[src/rtl/parca_besleyici_if.sv]
// Piece feeder bus: write side, start command and the stream
// toward the tetris scoring stage.
interface parca_besleyici_if #(
    parameter int GENISLIK = 3
);
    logic                yaz;
    logic [GENISLIK-1:0] yaz_parca;
    logic                hazir_yaz;
    logic                basla;
    logic [GENISLIK-1:0] parca;
    logic                akis;
    logic [4:0]          sayac;
    logic                tamam;
    logic                hata;

    modport master (
        output yaz, yaz_parca, basla,
        input  hazir_yaz, parca, akis, sayac, tamam, hata
    );

    modport slave (
        input  yaz, yaz_parca, basla,
        output hazir_yaz, parca, akis, sayac, tamam, hata
    );
endinterface

[src/rtl/parca_besleyici.sv]
// Buffers one game of pieces, then streams them one per clock
// to the tetris scoring stage on a start command.
module parca_besleyici #(
    parameter int DERINLIK = 16,
    parameter int GENISLIK = 3
) (
    input logic clk,
    input logic rst,
    parca_besleyici_if.slave bus
);
    localparam int AW = (DERINLIK > 1) ? $clog2(DERINLIK) : 1;
    localparam int CW = AW + 1;

    typedef enum logic [1:0] {
        YUKLE,
        HAZIR,
        AKIS,
        SON
    } durum_t;

    durum_t durum, durum_n;

    logic [GENISLIK-1:0] mem [DERINLIK];
    logic [CW-1:0]       wcount;
    logic [CW-1:0]       rptr;
    logic                yaz_ok;
    logic                son_parca;

    assign yaz_ok       = bus.yaz && (durum == YUKLE);
    assign son_parca    = (bus.sayac == 5'(DERINLIK));
    assign bus.hazir_yaz = (durum == YUKLE);

    always_ff @(posedge clk or posedge rst) begin
        if (rst) durum <= YUKLE;
        else     durum <= durum_n;
    end

    always_comb begin
        durum_n = durum;
        unique case (durum)
            YUKLE: if (yaz_ok && wcount == CW'(DERINLIK - 1))
                       durum_n = HAZIR;
            HAZIR: if (bus.basla) durum_n = AKIS;
            AKIS:  if (son_parca) durum_n = SON;
            SON:   durum_n = YUKLE;
            default: durum_n = YUKLE;
        endcase
    end

    // Buffer contents need no reset; wcount gates every read.
    always_ff @(posedge clk) begin
        if (yaz_ok) mem[wcount[AW-1:0]] <= bus.yaz_parca;
    end

    always_ff @(posedge clk or posedge rst) begin
        if (rst) begin
            wcount    <= '0;
            rptr      <= '0;
            bus.parca <= '0;
            bus.akis  <= 1'b0;
            bus.sayac <= '0;
            bus.tamam <= 1'b0;
            bus.hata  <= 1'b0;
        end else begin
            bus.parca <= '0;
            bus.akis  <= 1'b0;
            bus.tamam <= 1'b0;
            bus.hata  <= bus.hata
                       | (bus.yaz && durum != YUKLE)
                       | (bus.basla && durum != HAZIR);
            unique case (durum)
                YUKLE: if (yaz_ok) wcount <= wcount + 1'b1;
                HAZIR: if (bus.basla) begin
                    bus.parca <= mem[0];
                    bus.akis  <= 1'b1;
                    bus.sayac <= 5'd1;
                    rptr      <= CW'(1);
                end
                AKIS: if (son_parca) begin
                    bus.tamam <= 1'b1;
                end else begin
                    bus.parca <= mem[rptr[AW-1:0]];
                    bus.akis  <= 1'b1;
                    bus.sayac <= bus.sayac + 5'd1;
                    rptr      <= rptr + 1'b1;
                end
                SON: begin
                    bus.sayac <= '0;
                    wcount    <= '0;
                    rptr      <= '0;
                end
                default: ;
            endcase
        end
    end
endmodule

[src/flat_wrapper.sv]
// flat-port wrapper written by rule: the top's interface ports become plain ports
module parca_besleyici_flat 
#(
    parameter int DERINLIK = 16,
    parameter int GENISLIK = 3
)
  (clk, rst, bus_yaz, bus_yaz_parca, bus_basla, bus_hazir_yaz, bus_parca, bus_akis, bus_sayac, bus_tamam, bus_hata);
  parca_besleyici_if #(.GENISLIK(GENISLIK)) bus_i ();
  input logic clk;
  input logic rst;
  input wire logic [$bits(bus_i.yaz)-1:0] bus_yaz;
  input wire logic [$bits(bus_i.yaz_parca)-1:0] bus_yaz_parca;
  input wire logic [$bits(bus_i.basla)-1:0] bus_basla;
  output wire logic [$bits(bus_i.hazir_yaz)-1:0] bus_hazir_yaz;
  output wire logic [$bits(bus_i.parca)-1:0] bus_parca;
  output wire logic [$bits(bus_i.akis)-1:0] bus_akis;
  output wire logic [$bits(bus_i.sayac)-1:0] bus_sayac;
  output wire logic [$bits(bus_i.tamam)-1:0] bus_tamam;
  output wire logic [$bits(bus_i.hata)-1:0] bus_hata;
  assign bus_i.yaz = bus_yaz;
  assign bus_i.yaz_parca = bus_yaz_parca;
  assign bus_i.basla = bus_basla;
  assign bus_hazir_yaz = bus_i.hazir_yaz;
  assign bus_parca = bus_i.parca;
  assign bus_akis = bus_i.akis;
  assign bus_sayac = bus_i.sayac;
  assign bus_tamam = bus_i.tamam;
  assign bus_hata = bus_i.hata;
  parca_besleyici #(.DERINLIK(DERINLIK), .GENISLIK(GENISLIK)) u_core (.clk(clk), .rst(rst), .bus(bus_i));
endmodule
[config.mk]
export PLATFORM = sky130hd
export DESIGN_NAME = parca_besleyici_flat
export DESIGN_NICKNAME = d
export VERILOG_FILES = /design/src/rtl/parca_besleyici_if.sv /design/src/rtl/parca_besleyici.sv /design/src/flat_wrapper.sv
export SDC_FILE = /design/constraint.sdc
export NUM_CORES = 1
export LEC_CHECK = 0
export CAP_MARGIN = 20
export CORE_MARGIN = 3
export CORE_UTILIZATION = 25
export DETAILED_ROUTE_END_ITERATION = 10
export PLACE_DENSITY = 0.39
export SLEW_MARGIN = 30
export SYNTH_ARGS = -nofsm -noshare
export SYNTH_HDL_FRONTEND = slang
export SYNTH_SLANG_ARGS = --single-unit
[constraint.sdc]
create_clock -name clk -period 4 [get_ports clk]
set_input_delay 0.8 -clock clk [delete_from_list [all_inputs] [get_ports clk]]
set_output_delay 0.8 -clock clk [all_outputs]
set_load 0.05 [all_outputs]
; ---- Yosys cells after proc, flatten, opt, wreduce, memory -nomap -nowiden
; Memory sizes are Yosys's and may differ from the RTL's.
; Index checks and enable logic that the tools add are counted.
[totals]
input_bits = 7
ramBits = 48
memories = 1
ff_bits = 23
wordCells = 57
output_inout_bits = 12
[memory_table]
columns = name, depth, word_bits, rd, rd_clocked_by_memory_dff, write_ports, line_no
row1 = u_core.mem, 16, 3, 2, 0, 1, parca_besleyici.sv:23  ; logic [GENISLIK-1:0] mem [DERINLIK];
[classes]
n_bitwise = 2
n_mux = 21
addsub = 3
n_reduce_logical = 11
n_eq_ne = 11
[op_table]
columns = operator, count
row1 = one-hot mux 5 bit (3 select lines), 2
row2 = two-way mux 5 bit, 4
row3 = "adder 5 x 1 -> 5 bit, second input constant", 3
row4 = one-hot mux 5 bit (2 select lines), 1
row5 = "!= test 2 x 1 -> 1 bit, second input constant", 4
row6 = one-hot mux 2 bit (4 select lines), 1
row7 = two-way mux 1 bit, 6
row8 = two-way mux 2 bit, 3
row9 = two-way mux 3 bit, 2
row10 = one-hot mux 3 bit (2 select lines), 1
row11 = AND reduction 3 bit, 2
row12 = "== test 5 x 4 -> 1 bit, second input constant", 1
row13 = "== test 5 bit, second input constant", 1
row14 = "== test 2 bit, second input constant", 2
row15 = logical AND 1 bit, 4
row16 = "!= test 2 bit, second input constant", 2
row17 = nonzero test 2 bit, 2
row18 = nonzero test 3 bit, 1
row19 = "== test 2 x 1 -> 1 bit, second input constant", 1
row20 = zero test 2 bit, 1
row21 = bitwise OR 1 bit, 2
row22 = one-hot mux 1 bit (2 select lines), 1
row23 = AND reduction 2 bit, 1

; ---- Logic depth before layout (Yosys ltp)
[logic_depth]
depth_word = 5
mapped_depth = 8
ltp_nobuf = 6

; ---- Worst setup path after synthesis
; OpenSTA, ideal clock, no wires.
[synth_path]
path_type = register to register
from = register u_core.durum[0]
to = memory u_core.mem[0][0] (enable)
path_stages_with_launch = 6
synth_period_minus_slack_ps = 2163
required_time_ps = 3655
t_arrival_ps = 1818
path_slack_ps = 1837
n_path_buf = 1
setup_time_ps = 345
cell_sequence = dfrtp_1 inv_1 ha_1 clkbuf_1 nand2_1 nor3_1
[synth_via]
elab_chain_cells = 4
[synth_lines]
columns = element, line_no
row1 = "start, declared", parca_besleyici.sv:21  ; durum_t durum, durum_n;
row2 = "start signal, assigned", parca_besleyici.sv:35  ; else durum <= durum_n;
row3 = zero test 2 bit, n/a
row4 = named net bus_hazir_yaz, flat_wrapper.sv:14  ; output wire logic [$bits(bus_i.hazir_yaz)-1:0] bus_hazir_yaz;
row5 = logical AND 1 bit, parca_besleyici.sv:29  ; assign yaz_ok = bus.yaz && (durum == YUKLE);
row6 = two-way mux 1 bit, parca_besleyici.sv:52  ; if (yaz_ok) mem[wcount[AW-1:0]] <= bus.yaz_parca;
row7 = two-way mux 1 bit (implied by the code), parca_besleyici.sv:52
row8 = "end, declared", parca_besleyici.sv:23
; The timed path passes the listed nets, and every way through them passes these cells.

; ---- Worst setup path in the final report
[layout_path]
from = register u_core.durum[0]
to = output port bus_hazir_yaz
[layout_via]
elab_chain_cells = 1
[layout_lines]
columns = element, line_no
row1 = zero test 2 bit, parca_besleyici.sv:31  ; assign bus.hazir_yaz = (durum == YUKLE);
row2 = "end, declared", flat_wrapper.sv:14
; No other way between the ends.

==> summary.md <==
| Metric | Value |
|---|---|
| Post-Syn Area | 3170 µm² |
| Hold WS | 0.475 ns |
| Area after DPL | 3500 µm² |
| Worst r2r src | u_core.rptr[0] |
| Cell Rows | 40 |
| Synth cell count leaders | 48 x edfxtp_1, 22 x dfrtp_1, 16 x nor2_1 |
| Die Width | 119 µm |
| Chip height | 119 µm |
| Max stage delay on crit path | 0.89 ns |
| DP Worst Slack | 1.38 ns |
| Post-synthesis sequential area ratio | 62.9% |
| Layout Area Growth over Synthesis | 21.0% |
| Adder-cell share of the synthesized area | 5.13% |
| Hold/Removal Path Class | reg -> reg |
| Initial antenna violation count | 0 |
| Max-Slew Margin vs Limit | 39.0% |
| CP startpoint | u_core.durum[0] |
| Number of diodes | 0 |
| Post-CTS setup buffer count | 0 |
| Synth Area in XOR/XNOR | 0% |
| Starting Density | 25.9% |
| Share of cells above drive strength 1 | 10.5% |
| Leakage | 1.35 nW |
| Vias in the first global route | 1813 |
| CP startpoint kind | flop |
| Fmax | 0.337 GHz |
| Vias | 1764 |
| CP cell instances | inv_1 > ha_1 > clkdlybuf4s50_1 |
| RSZ-0062 raised after global routing | false |
| Fin. max-slew vios | 0 |
| Largest family of logic cells by synthesized area | multiplexers |
| Cts repair resizes | 0 |
| CTS sink cnt | 70 |
| Clk_skew | 0.00618 ns |
| Final period utilization | 74.2% |
| Clock H-tree levels | 3 |
| Kind of critical path | reg -> out |
| Worst-Skew Late Latency | 0.33 ns |
| Yosys cell types | 32 |
| 1st-pass router iterations | 4 |
| Wire length per cell | 16.7 µm |
| Initial DRC count | 107 |
| Async S/R FF share, synth | 31.4% |
| TritonCTS clock tree | yes |
| Cell area after layout | 3830 µm² |
| Post-synthesis simple-gate area fraction | 8.81% |
| Reg clk slew, reported paths | 0.06 ns |
| Yosys reg bits | 70 |
| Total power draw | 2.70 mW |
| Top-area cell type share of the netlist area | 45.5% |
| Data required, critical path | 3.20 ns |
| Worst path slowest cell | clkdlybuf4s50_1 |
| Detail-routed via count per cell | 4.36 |
| Critical path fanouts, max | 12 |
| Gr usage total | 10.3% |
| Final Hold Viols | 0 |
| Setup TNS Final | 0 ns |
| Status | completed |
| Internal reg-to-reg setup slack | 1.49 ns |
| EDFF count, synth | 48 |
| Slew @ Worst Pin | 0.915 ns |
| Multi-input logic area | 1070 µm² |
| Top cells by area, synth | edfxtp_1 45%, dfrtp_1 17%, mux4_1 5.8% |
| Dpl cells | 389 |
| Synth Area in Compound Gates | 6.87% |
| YS warnings | 0 |
| Total congestion overflow | 0 |
| Most numerous cell in the Yosys netlist | edfxtp_1 |
| Post-Route Utilization | 31.4% |
| Hpwl dp | 4790 µm |
| Total CTS buffers | 9 |
| Ys flop type | edfxtp_1 |
| Crit. End Element | output port |
| Max-Cap Viols | 0 |
| Power Density | 706 nW/µm² |
| Post-DRT Antenna Nets | 0 |
| WL final | 6760 µm |
| Multiplexer share of the synthesized area | 12.8% |
| Cell family with most CP delay | buffers and inverters |
| Buf/Inv on CP | 2 |
| Mapped Avg Cell Area | 14.9 µm² |
| Synth area leader | edfxtp_1 |
| Nets@finish | 252 |
| Clk Tree Root Cell | clkbuf_16 |
| Input/output buffers | 18 |
| Max IR drop VDD | 0.186 mV |
| First-pass GRT wire length | 10700 µm |
| CTS Hold Bufs | 0 |
| Register area | 1990 µm² |
| I/O pin cnt | 19 |
| Clock tree buffer depth | 2 |
| Critical Path AT | 2.17 ns |
| DRC Markers | 0 |
| Min cycle time layout | 2.97 ns |
| Non-filler instance count after layout | 405 |
| DIE AREA | 14100 µm² |
| Min-delay src | u_core.wcount[4] |
| Syn nets | 232 |
| Filler cells | 1244 |
| Final setup violation count | 0 |
| Gate Count Post-Synth | 212 |
| Final setup margin | 1.03 ns |
| Routability Congestion | 0.716 |
| Largest net degree at the start of global routing | 23 |
| Core ar. | 12200 µm² |
## logic make-up (layout without fill, tap and decap cells)
group                      count (synthesis)  after routing
AOI/OAI and AO/OA                         31             31
adders and majority gates                 13             13
buffers and inverters                     23             48
DFF                                       70             70
muxes                                     19             19
and+or+nand+nor                           56             56
## tightest hold or removal path, delay by kind of cell (launching register included)
kind / cells / cell delay, ns
AO/OA/AOI/OAI: 1 / 0.06
AND/OR/NAND/NOR: 1 / 0.05
flip-flops: 1 / 0.34
## per-layer routing
metal / vias up / GRT usage (%) / wire length [µm]
met5: - / 0 / 0
met3: 11 / 2.20 / 166
met4: 0 / 5.00 / 121
met1: 871 / 13.3 / 3200
met2: 28 / 16.5 / 3270
li1: 854 / - / -
## where the power goes
group | switching (mW) | leakage, nW | total [mW] | internal (mW)
registers | 0.134 | 0.720 | 0.992 | 0.858
logic | 0.466 | 0.467 | 0.815 | 0.349
clock network | 0.289 | 0.161 | 0.898 | 0.609
## cell type report
cell class                      instances  share of cell area [%]
Sequential cell                        70                    52.0
Multi-Input combinational cell        119                    27.8
Clock buffer                           12                    6.17
Tap cell                              168                    5.48
Timing Repair Buffer                   18                    4.70
Clock inverter                          4                    2.48
Inverter                               14                    1.37
## flip-flops by register name (all words and copies together), names as in the netlist
signal	count
u_core.bus.akis	1
u_core.mem	48
u_core.durum	2
u_core.rptr	4
u_core.bus.parca	3
u_core.bus.tamam	1
u_core.bus.sayac	5
u_core.bus.hata	1
u_core.wcount	5
## cells in the final DEF, fill, tap and decap left out
master	n
nand2_1	7
dfrtp_1	22
nor2b_1	4
a21o_2	1
a22o_1	2
o21a_1	1
nand2b_1	4
mux2i_1	2
edfxtp_1	48
o31ai_1	2
a32o_1	7
mux4_2	8
nor4bb_1	1
nand3_1	6
clkbuf_1	3
or3_1	4
nor4_1	1
and2_1	1
inv_1	13
nor2_1	16
clkdlybuf4s50_1	18
mux2_2	2
ha_1	13
a211oi_1	2
nor3_1	8
and3_1	2
clkbuf_16	9
o21ai_0	8
bufinv_16	3
a211o_1	1
mux4_1	7
inv_2	1
a21oi_1	7
nand4_1	2
clkinv_2	1
## final timing paths
path,end,cells past startpoint
min in group asynchronous,u_core.wcount[2],2
max in group asynchronous,u_core.bus.sayac[2],2
setup / recovery,bus_hazir_yaz,3
hold / removal,u_core.wcount[4],2
setup reg to reg,u_core.bus.parca[1],3
hold reg to reg,u_core.wcount[4],2
No activity file was read; power rests on OpenSTA's default activity.
==> RTL edit 1, RTL diff (same settings) <==
Make the reset (`rst`) synchronous in 2 clocked blocks.
--- a/src/rtl/parca_besleyici.sv
+++ b/src/rtl/parca_besleyici.sv
@@ -30,7 +30,7 @@
     assign son_parca    = (bus.sayac == 5'(DERINLIK));
     assign bus.hazir_yaz = (durum == YUKLE);
 
-    always_ff @(posedge clk or posedge rst) begin
+    always_ff @(posedge clk) begin
         if (rst) durum <= YUKLE;
         else     durum <= durum_n;
     end
@@ -52,7 +52,7 @@
         if (yaz_ok) mem[wcount[AW-1:0]] <= bus.yaz_parca;
     end
 
-    always_ff @(posedge clk or posedge rst) begin
+    always_ff @(posedge clk) begin
         if (rst) begin
             wcount    <= '0;
             rptr      <= '0;
Function: differs if rst is asserted again (counterexample within 4 cycles, from zero or initial values and one cycle with rst high); with rst held inactive, the same outputs for 10 cycles.
==> RTL edit 1 against the original RTL <==
Final area is 1.7% lower. Wire length down 1.4%. Synthesized area fell by 1.5%. Maximum frequency increased by 6.4%. Count of clock-buffer cells in the layout fell by 3. Register-to-register slack better by 230 ps. Die area shrank 1.4%. Setup slack improved by 180 ps. Sequential cell count up 4.
Power is not compared: it rests on default switching activity, and its combinational part moved more than twofold at a synthesized area within 25%.
==> RTL edit 1: results (changes against the original RTL) <==
[outcome]
status = finished, final reports clean  ; unchanged

[critical_path]
cp_max_fo = 10  ; was 12
path_delay_family = buffers and inverters  ; unchanged
r2r_end = u_core.bus.parca[1]  ; unchanged
critPathArrivalTime_ps = 1990  ; was 2170 ps
r2r_slack_ps = 1720  ; was 1490 ps
startpoint = u_core.durum[0]  ; unchanged
r2r_cells = 4  ; was 3
cp_slowest_stage_delay_ps = 870  ; was 890 ps
cp_slowest_cell = clkdlybuf4s50_1  ; unchanged

[placed_design]
dpl_cell_area_sq_um = 3480  ; was 3500 sq um
place_ws_ps = 1360  ; was 1380 ps
dp.cells = 411  ; was 389
hpwl_microns = 4700  ; was 4790 microns
gp_congestion = 0.727  ; was 0.716

[logic_synthesis]
synthMuxAreaShare_pct = 11.9  ; was 12.8%
postSynth.asyncResetShare_pct = 0  ; was 31.4%
ys_warn_count = 0  ; unchanged
syn_avg_cell_area_sq_um = 13.5  ; was 14.9 sq um
synthXorXnorAreaFrac_pct = 0  ; unchanged
seq_area_frac_synth_pct = 62.8  ; was 62.9%
ys_top_cells_by_count = edfxtp_1 (48), dfxtp_1 (26), nor2_1 (26), inv_1 (17), nand2_1 (15)  ; was edfxtp_1 (48), dfrtp_1 (22), nor2_1 (16), inv_1 (14), ha_1 (13)
synth_cell_type_count = 34  ; was 32
synth.area.top_cells = edfxtp_1 (46%), dfxtp_1 (17%), mux4_2 (8.7%)  ; was edfxtp_1 (45%), dfrtp_1 (17%), mux4_1 (5.8%)
syn_nets = 251  ; was 232
synth-adder-area-share_pct = 4.81  ; was 5.13%
synth_compound_area_share_pct = 6.69  ; was 6.87%

[timing]
fin_skew_ps = 4.66  ; was 6.18 ps
setup_viol = 0  ; unchanged
tightest_slew_ps = 855  ; was 915 ps
worst_slack_ps = 1210  ; was 1030 ps
whs_ps = 481  ; was 475 ps

[detailed_routing]
wl_met1_microns = 3070  ; was 3200 microns
drt-initial-drc-count = 144  ; was 107
wl_microns = 6670  ; was 6760 microns
dr_wl_met3_microns = 324  ; was 166 microns
wl_per_cell_microns = 15.6  ; was 16.7 microns
viasPerCell = 4.51  ; was 4.36
dr_wl_met2_microns = 3140  ; was 3270 microns

[layout]
drive_above_1_share_pct = 10.5  ; about the same
final_nets = 273  ; was 252

[global_routing]
first_global_vias = 2005  ; was 1,813
grt_max_degree = 17  ; was 23
grt_use_met2_pct = 16.6  ; was 16.5%
grt_use_met3_pct = 2.69  ; was 2.20%
use_met1_pct = 13.6  ; was 13.3%
grt_pass1_wl_microns = 11100  ; was 10,700 microns
grt.total_usage_pct = 10.5  ; was 10.3%

[power]
p_leak_nw = 1.21
peakVddDrop_uv = 216

[clock_tree]
worstSkewPairLatency_ps = 330  ; about the same
cts_tree = built  ; unchanged
cts.clk_slew.worst_paths_ps = 60  ; about the same
clock-root-buffer = clkbuf_16  ; unchanged

[hold_path]
worstHoldStart = u_core.bus.hata  ; was u_core.wcount[4]
whs_endpoint = u_core.bus.hata  ; was u_core.wcount[4]

[RTL edit 1: cell types whose count changed in the layout (fill, tap and decap cells not counted), sizes merged, moves of 3 or more]
| cell | before | now |
|---|---|---|
| dfxtp | 0 | 26 |
| a21oi | 7 | 12 |
| clkinv | 1 | 4 |
| inv | 14 | 17 |
| nand2 | 7 | 15 |
| clkbuf | 12 | 9 |
| o21ai | 8 | 12 |
| a32o | 7 | 0 |
| dfrtp | 22 | 0 |
| nor2 | 16 | 26 |
[RTL edit 1: where the power goes]
group | total (W) | internal, W | switching, W
clock | 0.000774 | 0.000475 | 0.000299
sequential | 0.000826 | 0.000821 | 0.00000477
combinational | 0.0000489 | 0.0000191 | 0.0000298
total | 0.00165 | 0.00131 | 0.000334
[RTL edit 1: area by class of cell]
cell class              count  area, sq um
well taps                 168          210
multi-input cells         133         1060
repair buffers             19          188
fillers                  1236         8350
clock buffers               9          225
clock inverters             6         58.8
flip-flops and latches     74         1960
inverters                  17         63.8
==> RTL edit 2, RTL diff (config.mk and constraints unchanged) <==
Made on the original files. `GENISLIK` is set to 3 in 3 places; all go to 2.
--- a/src/rtl/parca_besleyici_if.sv
+++ b/src/rtl/parca_besleyici_if.sv
@@ -1,7 +1,7 @@
 // Piece feeder bus: write side, start command and the stream
 // toward the tetris scoring stage.
 interface parca_besleyici_if #(
-    parameter int GENISLIK = 3
+    parameter int GENISLIK = 2
 );
     logic                yaz;
     logic [GENISLIK-1:0] yaz_parca;
--- a/src/rtl/parca_besleyici.sv
+++ b/src/rtl/parca_besleyici.sv
@@ -2,7 +2,7 @@
 // to the tetris scoring stage on a start command.
 module parca_besleyici #(
     parameter int DERINLIK = 16,
-    parameter int GENISLIK = 3
+    parameter int GENISLIK = 2
 ) (
     input logic clk,
     input logic rst,
--- a/src/flat_wrapper.sv
+++ b/src/flat_wrapper.sv
@@ -2,7 +2,7 @@
 module parca_besleyici_flat 
 #(
     parameter int DERINLIK = 16,
-    parameter int GENISLIK = 3
+    parameter int GENISLIK = 2
 )
   (clk, rst, bus_yaz, bus_yaz_parca, bus_basla, bus_hazir_yaz, bus_parca, bus_akis, bus_sayac, bus_tamam, bus_hata);
   parca_besleyici_if #(.GENISLIK(GENISLIK)) bus_i ();
Ports: changed (resized bus_parca and bus_yaz_parca); port bits go from 19 to 17. The function was not compared with the original's and may differ.
==> RTL edit 2 against the original RTL <==
Sequential cell count fell by 17. Clock power fell by 66%. Final cell count fell by 18%. Synthesized area fell by 21%. Power fell by 33%. Die area fell by 20%. Final area fell by 25%. Maximum frequency rose by 1.2%. Wire length fell by 23%. Setup slack improved by 35 ps. Highest routed layer unchanged.
==> RTL edit 2: results (changes against the original RTL) <==
[global_routing]
grt.total_usage_pct = 9.95  ; was 10.3%
first_global_vias = 1633  ; was 1,813

[logic_synthesis]
synth_edf_count = 32  ; was 48
synth_compound_area_share_pct = 8.03  ; was 6.87%
synth.area.top_cells = edfxtp_1 (38%), dfrtp_1 (21%), mux4_2 (9.0%)  ; was edfxtp_1 (45%), dfrtp_1 (17%), mux4_1 (5.8%)
syn_nets = 206  ; was 232
synthMuxAreaShare_pct = 11.6  ; was 12.8%
postSynth.asyncResetShare_pct = 39.6  ; was 31.4%
seq_area_frac_synth_pct = 59.3  ; was 62.9%
syn_inst = 188  ; was 212

[clock_tree]
cts.clk_slew.worst_paths_ps = 100  ; was 60 ps
htree_levels = 2  ; was 3
cts_made_buffers = 5  ; was 9
worstSkewPairLatency_ps = 310  ; was 330 ps

[timing]
worst_slack_ps = 1060  ; was 1030 ps
tightest_slew_ps = 799  ; was 915 ps
whs_ps = 491  ; was 475 ps

[placed_design]
io_buffers = 16  ; was 18
dpl_cell_area_sq_um = 2800  ; was 3500 sq um

[detailed_routing]
drt-initial-drc-count = 89  ; was 107
wl_microns = 5240  ; was 6760 microns

[critical_path]
r2r_cells = 6  ; was 3
critPathArrivalTime_ps = 2140  ; was 2170 ps
cp_max_fo = 13  ; was 12

[power]
peakVddDrop_uv = 166  ; was 186 uV
p_leak_nw = 1.03  ; was 1.35 nW

[layout]
drive_above_1_share_pct = 9.80  ; was 10.5%
largest_reg_flops = 32  ; was 48
n_fill_cell = 970  ; was 1,244
final_nets = 221  ; was 252

[outcome]
status = finished, final reports clean  ; unchanged

-- RTL edit 2: where the power goes --
part,internal (W),switching [W],total (W)
Clock,0.000124,0.000183,0.000307
Sequential,0.000662,0.000117,0.000779
Combinational,0.000301,0.000421,0.000722
-- RTL edit 2: final cells by class --
class | instances | area (sq um) | area share, %
sequential | 53 | 1490 | 51.6
multi-input combinational | 116 | 946 | 32.8
tap | 129 | 161 | 5.60
timing repair buffer | 16 | 160 | 5.56
clock buffer | 6 | 72.6 | 2.52
inverter | 11 | 41.3 | 1.43
clock inverter | 2 | 15.0 | 0.521
-- RTL edit 2: layer usage --
layer / track usage [%] / vias to the layer above / share of wire, %
met5: 0 / - / 0
met4: 3.52 / 0 / 1.5
met3: 2.31 / 7 / 4.0
met2: 16.5 / 30 / 49
met1: 12.7 / 780 / 45
li1: - / 732 / -
-- RTL edit 2: critical path, stage by stage (launching register included) --
cell,delay (ps)
dfrtp_1,430
inv_1,90
ha_1,420
clkdlybuf4s50_1,890
